--- src/rtl/muldiv_unit_if.sv ---
// Request/response bundle for the iterative RV32M multiply/divide unit.
// The pipeline drives the master side; muldiv_unit consumes the slave side.
interface muldiv_unit_if #(
  parameter int D_WIDTH = 32,
  parameter int A_WIDTH = 5
);
  logic               start;
  logic               kill;
  logic [2:0]         op;
  logic [D_WIDTH-1:0] a;
  logic [D_WIDTH-1:0] b;
  logic [A_WIDTH-1:0] rd_in;
  logic               busy;
  logic               done;
  logic [D_WIDTH-1:0] result;
  logic [A_WIDTH-1:0] rd_out;

  modport master (output start, kill, op, a, b, rd_in,
                  input  busy, done, result, rd_out);
  modport slave  (input  start, kill, op, a, b, rd_in,
                  output busy, done, result, rd_out);
endinterface

--- src/rtl/muldiv_unit.sv ---
// Iterative RV32M multiply/divide: radix-2 shift-add multiply, restoring divide.
// Define MULDIV_FAST_MUL_EN to replace the iterative multiply with a combinational one.
module muldiv_unit #(
  parameter int D_WIDTH = 32,
  parameter int A_WIDTH = 5
) (
  input  logic          clk,
  input  logic          rst_n,
  muldiv_unit_if.slave  io
);
  localparam int CW = $clog2(D_WIDTH + 1);
  localparam logic [D_WIDTH-1:0] MIN_NEG = {1'b1, {(D_WIDTH-1){1'b0}}};

  typedef enum logic [1:0] {IDLE, CALC, FIN} state_t;

  state_t               r_state;
  logic [2:0]           r_op;
  logic [A_WIDTH-1:0]   r_rd;
  logic [D_WIDTH-1:0]   r_m;
  logic [2*D_WIDTH-1:0] r_p;
  logic                 r_neg, r_spec, r_quick, r_pend, r_done;
  logic [CW-1:0]        r_cnt;
  logic [D_WIDTH-1:0]   r_stage, r_result;
  logic [A_WIDTH-1:0]   r_stage_rd, r_rd_out;

  logic                 w_a_sgn, w_b_sgn, w_a_neg, w_b_neg, w_is_div, w_dz, w_ovf, w_neg;
  logic [D_WIDTH-1:0]   w_a_mag, w_b_mag, w_spec_val;
  logic [D_WIDTH:0]     w_madd, w_cand;
  logic [D_WIDTH-1:0]   w_dsub, w_q, w_r, w_fin;
  logic                 w_ge;
  logic [2*D_WIDTH-1:0] w_pc;
`ifdef MULDIV_FAST_MUL_EN
  logic [2*D_WIDTH-1:0] w_fast;
`endif

  // Operand decode for the request presented in IDLE
  always_comb begin
    w_a_sgn  = (io.op == 3'd1) || (io.op == 3'd2) || (io.op == 3'd4) || (io.op == 3'd6);
    w_b_sgn  = (io.op == 3'd1) || (io.op == 3'd4) || (io.op == 3'd6);
    w_a_neg  = w_a_sgn && io.a[D_WIDTH-1];
    w_b_neg  = w_b_sgn && io.b[D_WIDTH-1];
    w_a_mag  = w_a_neg ? -io.a : io.a;
    w_b_mag  = w_b_neg ? -io.b : io.b;
    w_is_div = io.op[2];
    w_dz     = w_is_div && (io.b == '0);
    w_ovf    = w_is_div && !io.op[0] && (io.a == MIN_NEG) && (io.b == '1);
    // REM follows the dividend sign; everything else follows the operand sign XOR
    w_neg    = (w_is_div && io.op[1]) ? w_a_neg : (w_a_neg ^ w_b_neg);
    if (w_dz) w_spec_val = io.op[1] ? io.a : '1;
    else      w_spec_val = io.op[1] ? '0 : io.a;
  end

`ifdef MULDIV_FAST_MUL_EN
  assign w_fast = {{D_WIDTH{1'b0}}, w_a_mag} * {{D_WIDTH{1'b0}}, w_b_mag};
`endif

  // One iteration of shift-add / shift-subtract
  assign w_madd = {1'b0, r_p[2*D_WIDTH-1:D_WIDTH]} + {1'b0, r_m};
  assign w_cand = r_p[2*D_WIDTH-1:D_WIDTH-1];
  assign w_ge   = (w_cand >= {1'b0, r_m});
  assign w_dsub = w_cand[D_WIDTH-1:0] - r_m;

  // Sign correction and result select
  assign w_pc = r_neg ? -r_p : r_p;
  assign w_q  = r_p[D_WIDTH-1:0];
  assign w_r  = r_p[2*D_WIDTH-1:D_WIDTH];

  always_comb begin
    w_fin = r_p[D_WIDTH-1:0];
    if (!r_spec) begin
      if (!r_op[2])     w_fin = (r_op[1:0] == 2'b00) ? w_pc[D_WIDTH-1:0] : w_pc[2*D_WIDTH-1:D_WIDTH];
      else if (!r_op[1]) w_fin = r_neg ? -w_q : w_q;
      else              w_fin = r_neg ? -w_r : w_r;
    end
  end

  always_ff @(posedge clk) begin
    if (!rst_n) begin
      r_state    <= IDLE;
      r_cnt      <= '0;
      r_op       <= '0;
      r_rd       <= '0;
      r_m        <= '0;
      r_p        <= '0;
      r_neg      <= 1'b0;
      r_spec     <= 1'b0;
      r_quick    <= 1'b0;
      r_pend     <= 1'b0;
      r_done     <= 1'b0;
      r_stage    <= '0;
      r_stage_rd <= '0;
      r_result   <= '0;
      r_rd_out   <= '0;
    end else begin
      r_done <= 1'b0;
      r_pend <= 1'b0;
      // Short-path results sit one extra cycle so done lands two edges after acceptance
      if (r_pend) begin
        r_result <= r_stage;
        r_rd_out <= r_stage_rd;
        r_done   <= 1'b1;
      end
      if (io.kill) begin
        r_state <= IDLE;
      end else begin
        case (r_state)
          IDLE: if (io.start) begin
            r_op  <= io.op;
            r_rd  <= io.rd_in;
            r_neg <= w_neg;
            r_cnt <= '0;
            if (w_dz || w_ovf) begin
              r_p     <= {{D_WIDTH{1'b0}}, w_spec_val};
              r_spec  <= 1'b1;
              r_quick <= 1'b1;
              r_state <= FIN;
`ifdef MULDIV_FAST_MUL_EN
            end else if (!w_is_div) begin
              r_p     <= w_fast;
              r_spec  <= 1'b0;
              r_quick <= 1'b1;
              r_state <= FIN;
`endif
            end else begin
              r_p     <= {{D_WIDTH{1'b0}}, (w_is_div ? w_a_mag : w_b_mag)};
              r_m     <= w_is_div ? w_b_mag : w_a_mag;
              r_spec  <= 1'b0;
              r_quick <= 1'b0;
              r_state <= CALC;
            end
          end
          CALC: begin
            if (r_cnt == CW'(D_WIDTH)) begin
              r_state <= FIN;
            end else begin
              r_cnt <= r_cnt + 1'b1;
              if (r_op[2])    r_p <= w_ge ? {w_dsub, r_p[D_WIDTH-2:0], 1'b1} : {r_p[2*D_WIDTH-2:0], 1'b0};
              else if (r_p[0]) r_p <= {w_madd, r_p[D_WIDTH-1:1]};
              else            r_p <= {1'b0, r_p[2*D_WIDTH-1:1]};
            end
          end
          FIN: begin
            if (r_quick) begin
              r_stage    <= w_fin;
              r_stage_rd <= r_rd;
              r_pend     <= 1'b1;
            end else begin
              r_result <= w_fin;
              r_rd_out <= r_rd;
              r_done   <= 1'b1;
            end
            r_state <= IDLE;
          end
          default: r_state <= IDLE;
        endcase
      end
    end
  end

  assign io.busy   = (r_state != IDLE);
  assign io.done   = r_done;
  assign io.result = r_result;
  assign io.rd_out = r_rd_out;
endmodule

--- src/flat_wrapper.sv ---
// flat-port wrapper written by rule: the top's interface ports become plain ports
module muldiv_unit_flat 
#(
  parameter int D_WIDTH = 32,
  parameter int A_WIDTH = 5
)
  (clk, rst_n, io_start, io_kill, io_op, io_a, io_b, io_rd_in, io_busy, io_done, io_result, io_rd_out);
  muldiv_unit_if #(.D_WIDTH(D_WIDTH), .A_WIDTH(A_WIDTH)) io_i ();
  input  logic clk;
  input  logic rst_n;
  input wire logic [$bits(io_i.start)-1:0] io_start;
  input wire logic [$bits(io_i.kill)-1:0] io_kill;
  input wire logic [$bits(io_i.op)-1:0] io_op;
  input wire logic [$bits(io_i.a)-1:0] io_a;
  input wire logic [$bits(io_i.b)-1:0] io_b;
  input wire logic [$bits(io_i.rd_in)-1:0] io_rd_in;
  output wire logic [$bits(io_i.busy)-1:0] io_busy;
  output wire logic [$bits(io_i.done)-1:0] io_done;
  output wire logic [$bits(io_i.result)-1:0] io_result;
  output wire logic [$bits(io_i.rd_out)-1:0] io_rd_out;
  assign io_i.start = io_start;
  assign io_i.kill = io_kill;
  assign io_i.op = io_op;
  assign io_i.a = io_a;
  assign io_i.b = io_b;
  assign io_i.rd_in = io_rd_in;
  assign io_busy = io_i.busy;
  assign io_done = io_i.done;
  assign io_result = io_i.result;
  assign io_rd_out = io_i.rd_out;
  muldiv_unit #(.D_WIDTH(D_WIDTH), .A_WIDTH(A_WIDTH)) u_core (.clk(clk), .rst_n(rst_n), .io(io_i));
endmodule
--- config.mk ---
export PLATFORM = sky130hd
export DESIGN_NAME = muldiv_unit_flat
export DESIGN_NICKNAME = d
export VERILOG_FILES = /design/src/rtl/muldiv_unit_if.sv /design/src/rtl/muldiv_unit.sv /design/src/flat_wrapper.sv
export SDC_FILE = /design/constraint.sdc
export NUM_CORES = 1
export LEC_CHECK = 0
export CAP_MARGIN = 20
export CORE_MARGIN = 1.5
export CORE_UTILIZATION = 55
export DETAILED_ROUTE_END_ITERATION = 7
export HOLD_SLACK_MARGIN = 0.05
export PLACE_DENSITY = 0.78
export SLEW_MARGIN = 20
export SYNTH_ARGS = -nofsm -noshare
export SYNTH_HDL_FRONTEND = slang
export SYNTH_SLANG_ARGS = --single-unit
--- constraint.sdc ---
create_clock -name clk -period 3.2 [get_ports clk]
set_clock_uncertainty 0.05 [all_clocks]
set_input_delay 0.8 -clock clk [delete_from_list [all_inputs] [get_ports clk]]
set_output_delay 0.8 -clock clk [all_outputs]
set_load 0.05 [all_outputs]
Word level (Yosys, flattened, before mapping)
Index checks and enable logic that the tools add are counted.
{"block": "totals", "mem_count": 0, "latchBits": 0, "romBits": 0, "inputBits": 76, "word_cells": 109, "ramBits": 0, "output_inout_bits": 39, "regBits": 190}
{"block": "classes", "n_div": 0, "n_shift": 0, "eq_ne": 12, "mux": 43, "n_addsub": 8, "n_reduce_logical": 26, "n_bitwise": 5, "n_lt_le_gt_ge": 1, "multipliers": 0}
{"operator": "$mux W32", "n": 18}
{"operator": "$mux W64", "n": 6}
{"operator": "$neg A32 Y32", "n": 4}
{"operator": "$pmux W64 S2", "n": 1}
{"operator": "$eq A32 B32 Y1 const B", "n": 2}
{"operator": "$neg A64 Y64", "n": 1}
{"operator": "$add A32 B32 Y33", "n": 1}
{"operator": "$ge A33 B32 Y1", "n": 1}
{"operator": "$logic_not A32 Y1", "n": 1}
{"operator": "$sub A32 B32 Y32", "n": 1}
{"operator": "$mux W5", "n": 4}
{"operator": "$mux W6", "n": 2}
{"operator": "$pmux W6 S2", "n": 1}
{"operator": "$reduce_and A4 Y1", "n": 2}
{"operator": "$logic_and A1 B1 Y1", "n": 7}
{"operator": "$mux W1", "n": 7}
{"operator": "$add A6 B1 Y6 const B", "n": 1}
{"operator": "$eq A3 B3 Y1 const B", "n": 2}
{"operator": "$eq A6 B6 Y1 const B", "n": 1}
{"operator": "$logic_or A1 B1 Y1", "n": 6}
{"operator": "$mux W2", "n": 3}
{"operator": "$reduce_and A3 Y1", "n": 2}
{"operator": "$logic_not A2 Y1", "n": 2}
{"operator": "$ne A2 B2 Y1 const B", "n": 2}
{"operator": "13 further kinds", "n": 17}

Logic depth before layout (Yosys ltp)
{"block": "depth", "ltp_word": 10, "ltp_mapped": 14, "mapped_depth_nobuf": 13}

Worst setup path after synthesis
No wires, ideal clock.
{"block": "synth_timing", "kind": "input -> register", "start": "input io_a[2]", "end": "register u_core.r_p[15]", "setup_slack_ns": -0.054, "t_arrival_ns": 3.086, "stages": 10, "t_required_ns": 3.033, "setup_time_ns": 0.117, "path_buffers": 2, "cell_sequence": "or3_1 > nor3_1 > nand3_2 > nor4_4 > nor2_2 > buf_2 > buf_2 > o211ai_1 > nand3_1 > a32o_1"}
{"block": "synth_between", "elab_chain_len": 7, "elab_cells_between_ends": 10, "classes_between": "1 x add/sub; 1 x eq/ne; 5 x mux; 3 x reduce/logical"}
{"element": "start: declaration", "line_no": "flat_wrapper.sv:14", "rtl": "input wire logic [$bits(io_i.a)-1:0] io_a;"}
{"element": "parallel branches: the longest is 4 deep, another holds $neg A32 Y32"}
{"element": "$mux W32 (*)", "line_no": "muldiv_unit.sv:112", "rtl": "if (w_dz || w_ovf) begin"}
{"element": "$mux W64 (*)", "line_no": "muldiv_unit.sv:107", "rtl": "IDLE: if (io.start) begin"}
{"element": "$pmux W64 S2 (*)", "line_no": "muldiv_unit.sv:106", "rtl": "case (r_state)"}
{"element": "end signal: assignment", "line_no": "muldiv_unit.sv:113", "rtl": "r_p <= {{D_WIDTH{1'b0}}, w_spec_val};"}
{"element": "end signal: assignment", "line_no": "muldiv_unit.sv:125", "rtl": "r_p <= {{D_WIDTH{1'b0}}, (w_is_div ? w_a_mag : w_b_mag)};"}
{"element": "end signal: assignment", "line_no": "muldiv_unit.sv:137", "rtl": "if (r_op[2]) r_p <= w_ge ? {w_dsub, r_p[D_WIDTH-2:0], 1'b1} : {r_p[2*D_WIDTH-2:0], 1'b0};"}
{"element": "end: declaration", "line_no": "muldiv_unit.sv:20", "rtl": "logic [2*D_WIDTH-1:0] r_p;"}
Mark *: on every way between the ends. The select of a mux whose other input is x is not followed.
A chain may end at the register's enable or synchronous reset.

Worst setup path in the final report
{"block": "layout_timing", "start": "register u_core.r_p[44]", "end": "register u_core.r_result[29], in the netlist u_core.io.result[29]"}
{"block": "layout_between", "elab_chain_len": 8, "elab_cells_between_ends": 11, "classes_between": "2 x add/sub; 9 x mux"}
{"element": "$neg A64 Y64 / $neg A32 Y32 (equally long branches)", "line_no": "muldiv_unit.sv:64, muldiv_unit.sv:73"}
{"element": "$mux W64 / $mux W32 (equally long branches)", "line_no": "muldiv_unit.sv:64, muldiv_unit.sv:73"}
{"element": "$mux W32 (on tied branches)", "line_no": "muldiv_unit.sv:71, muldiv_unit.sv:72"}
{"element": "$mux W32 (*)", "line_no": "muldiv_unit.sv:71", "rtl": "if (!r_op[2]) w_fin = (r_op[1:0] == 2'b00) ? w_pc[D_WIDTH-1:0] : w_pc[2*D_WIDTH-1:D_WIDTH];"}
{"element": "$mux W32 (*)", "line_no": "muldiv_unit.sv:70", "rtl": "if (!r_spec) begin"}
{"element": "$mux W32 (*)", "line_no": "muldiv_unit.sv:143", "rtl": "if (r_quick) begin"}
{"element": "$mux W32 (*)", "line_no": "muldiv_unit.sv:106"}
{"element": "$mux W32 (*)", "line_no": "muldiv_unit.sv:103", "rtl": "if (io.kill) begin"}
{"element": "end signal: assignment", "line_no": "muldiv_unit.sv:99", "rtl": "r_result <= r_stage;"}
{"element": "end signal: assignment", "line_no": "muldiv_unit.sv:148", "rtl": "r_result <= w_fin;"}
{"element": "end: declaration", "line_no": "muldiv_unit.sv:23", "rtl": "logic [D_WIDTH-1:0] r_stage, r_result;"}
Every way passes the cells marked *; elsewhere a longest branch is shown, timed or not.

==> flow_metrics.env <==
export IMPL_slew_viol_final=0
export IMPL_pwr_share_clk_pct=29.4
export IMPL_grt_max_degree=93
export IMPL_n_antenna_cell=0
export IMPL_initial_core_util_pct=55.6
export IMPL_drt_initial_drc_count=2365
export IMPL_crit_type="flop to flop"
export IMPL_fin_tns_setup_ps=-10.1
export IMPL_cts_inserted_buffers=17
export IMPL_min_period_ps=3210
export IMPL_portBuffers=114
export IMPL_seq_area_frac_synth_pct=21.8
export IMPL_worstSetupStartpointType="flop"
export IMPL_synth_async_reset_ratio_pct=0
export IMPL_end_kind="flop"
export IMPL_rows=65
export IMPL_r2r_end="u_core.io.result[29]$_SDFF_PN0_"
export IMPL_p_per_area_nw_per_um2=335
export IMPL_seq_power_share_pct=33.1
export IMPL_drc=0
export IMPL_grt_pass1_vias=18900
export IMPL_critPathLaunch="u_core.r_p[44]$_SDFFE_PN0P_"
export IMPL_p_comb_share_pct=37.6
export IMPL_slew_headroom_pct=39.7
export IMPL_finalInstanceArea_um2=22800
export IMPL_cp_data_required_time_ps=3490
export IMPL_r2r_slack_ps=-10
export IMPL_outcome="finished, violations left"
export IMPL_synth_main_ff_cell="dfxtp_1"
export IMPL_path_max_fanout=5
export IMPL_clkLatencyLatePin_ps=470
export IMPL_intPower_mw=4.77
export IMPL_first_pass_iters=6
export IMPL_wirelength_um=70600
export IMPL_fin_crit_sh_pct=100
export IMPL_vias=20000
export IMPL_cts_tree="done"
export IMPL_hp_class="flop to flop"
export IMPL_timing_final_hold_violations=0
export IMPL_place_hpwl_um=55500
export IMPL_dieArea_um2=32800
export IMPL_ant_nets=0
export IMPL_clk_path_buf_depth=2
export IMPL_cts_root_buf="clkbuf_16"
export IMPL_drv_cap=0
export IMPL_power_total_mw=7.63
export IMPL_die_w_um=181
export IMPL_track_usage_pct=42.1
export IMPL_r2r_cells=8
export IMPL_fin_nets=2868
export IMPL_grt_pass1_wl_um=107000
export IMPL_syn_num_nets=2481
export IMPL_synth_area_per_cell_um2=7.49
export IMPL_path_clk_slew_ps=80
export IMPL_yosys_register_bits=190
export IMPL_syn_inst=2332
export IMPL_path_cells="buf_4 > or4_4 > or4_4 > or3_4 > buf_4 > o41ai_4 > xnor2_1 > a311o_1"
export IMPL_routed_via_density=6.39
export IMPL_cts_htree_levels=4
export IMPL_ir_drop_mv=0.382
export IMPL_grt_remaining_overflow=0
export IMPL_finalSetupViolations=1
export IMPL_fmax_mhz=312
export IMPL_power_switching_mw=2.86
export IMPL_violations="setup timing"
export IMPL_cpPeakStageDelay_ps=590
export IMPL_cpMaxStageDelayCell="or4_4"
export IMPL_synth_edff_count=0
export IMPL_wl_per_cell_um=22.5
export IMPL_cp_depth=8
export IMPL_mappedNetlistArea_um2=17500
export IMPL_critPathTopFamily="simple AND/OR/NAND/NOR gates"
export IMPL_grt_antenna_before_repair=1
export IMPL_r2r_start="u_core.r_p[44]$_SDFFE_PN0P_"
export IMPL_crit_path_end="u_core.io.result[29]$_SDFF_PN0_"
export IMPL_swShare_pct=37.5
export IMPL_yosys_warnings=0
export IMPL_core_um2=31400
export IMPL_yosysUniqueCellTypes=96
export IMPL_layout_setup_ws_ps=-10.1
export IMPL_cts_hold_buf=0
export IMPL_p_leak_nw=9.64
export IMPL_ioPinCount=115
export IMPL_hold_worst_slack_ps=416
export IMPL_final_cell_mix="427 x buf_4, 338 x nand2_1, 175 x dfxtp_1"
export IMPL_drive_gt1_share_pct=23.0
export IMPL_gp_congestion=1.04
export IMPL_fp_dieH_um=181
export IMPL_final_common_cell="buf_4"
export IMPL_syn2layout_area_growth_pct=30.5
export IMPL_tightest_slew_ps=905
export IMPL_cts_sink_count=190
export IMPL_critPathBufInv=2
export IMPL_placed_area_um2=21600
export IMPL_rsz0062_at_grt="yes"
export IMPL_cp_arrival_ps=3500
[worst min-delay path by stage]
| stage | start | endpoint | slack (ps) | cells after the start |
|---|---|---|---|---|
| 4_1_cts | u_core.r_stage[28]$_SDFFE_PN0P_ | u_core.r_stage[28]$_SDFFE_PN0P_ | 420 | 2 |
| 2_1_floorplan | u_core.r_stage[24]$_SDFFE_PN0P_ | u_core.r_stage[24]$_SDFFE_PN0P_ | 390 | 2 |
| 3_5_place_dp | u_core.r_stage[28]$_SDFFE_PN0P_ | u_core.r_stage[28]$_SDFFE_PN0P_ | 410 | 2 |
| 5_1_grt | u_core.r_stage[28]$_SDFFE_PN0P_ | u_core.r_stage[28]$_SDFFE_PN0P_ | 440 | 2 |
| 3_3_place_gp | u_core.r_stage[18]$_SDFFE_PN0P_ | u_core.r_stage[18]$_SDFFE_PN0P_ | 400 | 2 |
| 6_report | u_core.r_stage[28]$_SDFFE_PN0P_ | u_core.r_stage[28]$_SDFFE_PN0P_ | 420 | 2 |
[metrics by stage]
| step | util, % | setup slack, ps | cells |
|---|---|---|---|
| 6_report | 72.6 | -10.1 | 3134 |
| 5_1_grt | 72.6 | -50.8 | 3134 |
| 4_1_cts | 71.0 | -39.5 | 3120 |
| 3_5_place_dp | 68.7 | -590 | 3084 |
| 3_3_place_gp | 68.7 | -547 | 3084 |
| 2_1_floorplan | - | -13.0 | 2332 |
[sequential cells by signal, indices dropped and copies added, names as in the netlist]
signal,cells
u_core.r_pend,1
u_core.io.rd_out,5
u_core.r_cnt,6
u_core.r_spec,1
u_core.r_stage_rd,5
u_core.r_neg,1
u_core.r_op,3
u_core.r_m,32
u_core.r_p,64
u_core.r_stage,32
u_core.r_state,2
u_core.io.result,32
u_core.r_rd,5
u_core.io.done,1
[what timing repair did]
| action | 4_1_cts | 5_1_grt |
|---|---|---|
| setup buffers | 4 | 13 |
| pin swaps | 13 | 39 |
| gates resized for setup | 25 | 96 |
| gates cloned | 0 | 1 |
| setup endpoints to repair | 58 | 106 |
[worst min-delay path, cell delays in order (launching register included)]
cell and delay (ps):
dfxtp_1 320, nand2_1 40, a21boi_0 60
[power by group through the flow]
| stage | registers (mW) | clock network [mW] | logic [mW] |
|---|---|---|---|
| detailed placement | 2.57 | 0 | 2.65 |
| CTS | 2.51 | 2.25 | 2.68 |
| finish | 2.52 | 2.24 | 2.87 |
| global placement | 2.57 | 0 | 2.61 |
| floorplan | 2.53 | 0 | 1.49 |
| global route | 2.53 | 2.34 | 3.04 |
[synthesized netlist by cell type (all sizes together) (6+ instances only)]
library cell  instances  share of area (%)
a31oi                34                1.2
a21o                 29                1.2
mux2i                87                5.0
a211o                 9               0.45
and2                 15               0.54
dfxtp               190                 22
nand4                29                1.0
a22oi                 9               0.39
o221ai               13               0.65
clkbuf              152                3.9
o21ai               159                4.6
xnor2               101                5.1
o21bai                6               0.26
ha                   71                5.1
o31ai                31                1.4
nand3                53                1.6
a21boi               58                2.5
or4                  24                1.2
a21oi               162                4.6
or2                  14               0.50
a22o                 33                1.7
or3                  26               0.97
a221oi                9               0.49
xor2                 92                4.6
inv                  67                1.4
nand2               339                7.3
nor4                 22                1.2
buf                  39                1.5
mux2                 16                1.0
and3                 17               0.61
nand2b               16               0.62
o41ai                16                1.0
a211oi               25                1.1
o21a                 18               0.77
nor3                 36                1.1
a32o                 10               0.57
nor2                135                2.9
o211a                13               0.74
o22ai                16               0.57
o2111ai               7               0.35
o211ai               48                2.1
nor2b                23               0.82
[kinds of logic after synthesis]
family	after synthesis	synth area share, %
buffers and inverters	260	6.87
DFF	190	21.8
xor gates and xnor gates	193	9.68
AOI/OAI and AO/OA	748	29.0
adders and majority gates	73	5.31
and+or+nand+nor	764	21.2
muxes	104	6.15
[layout make-up]
type	instances	area (um2)
well taps	402	503
flip-flops and latches	190	3830
repair buffers	559	4670
inverters	69	259
fillers	2528	8600
clock buffers	17	425
multi-input cells	1882	12900
clock inverters	15	191
[routing by layer]
layer  wire length [um]  track usage [%]
met2              30300             64.7
met4               3820             21.1
met3               6820             8.37
met1              29700             56.1
met5                 13                0
Power figures use the tool's default switching activity.
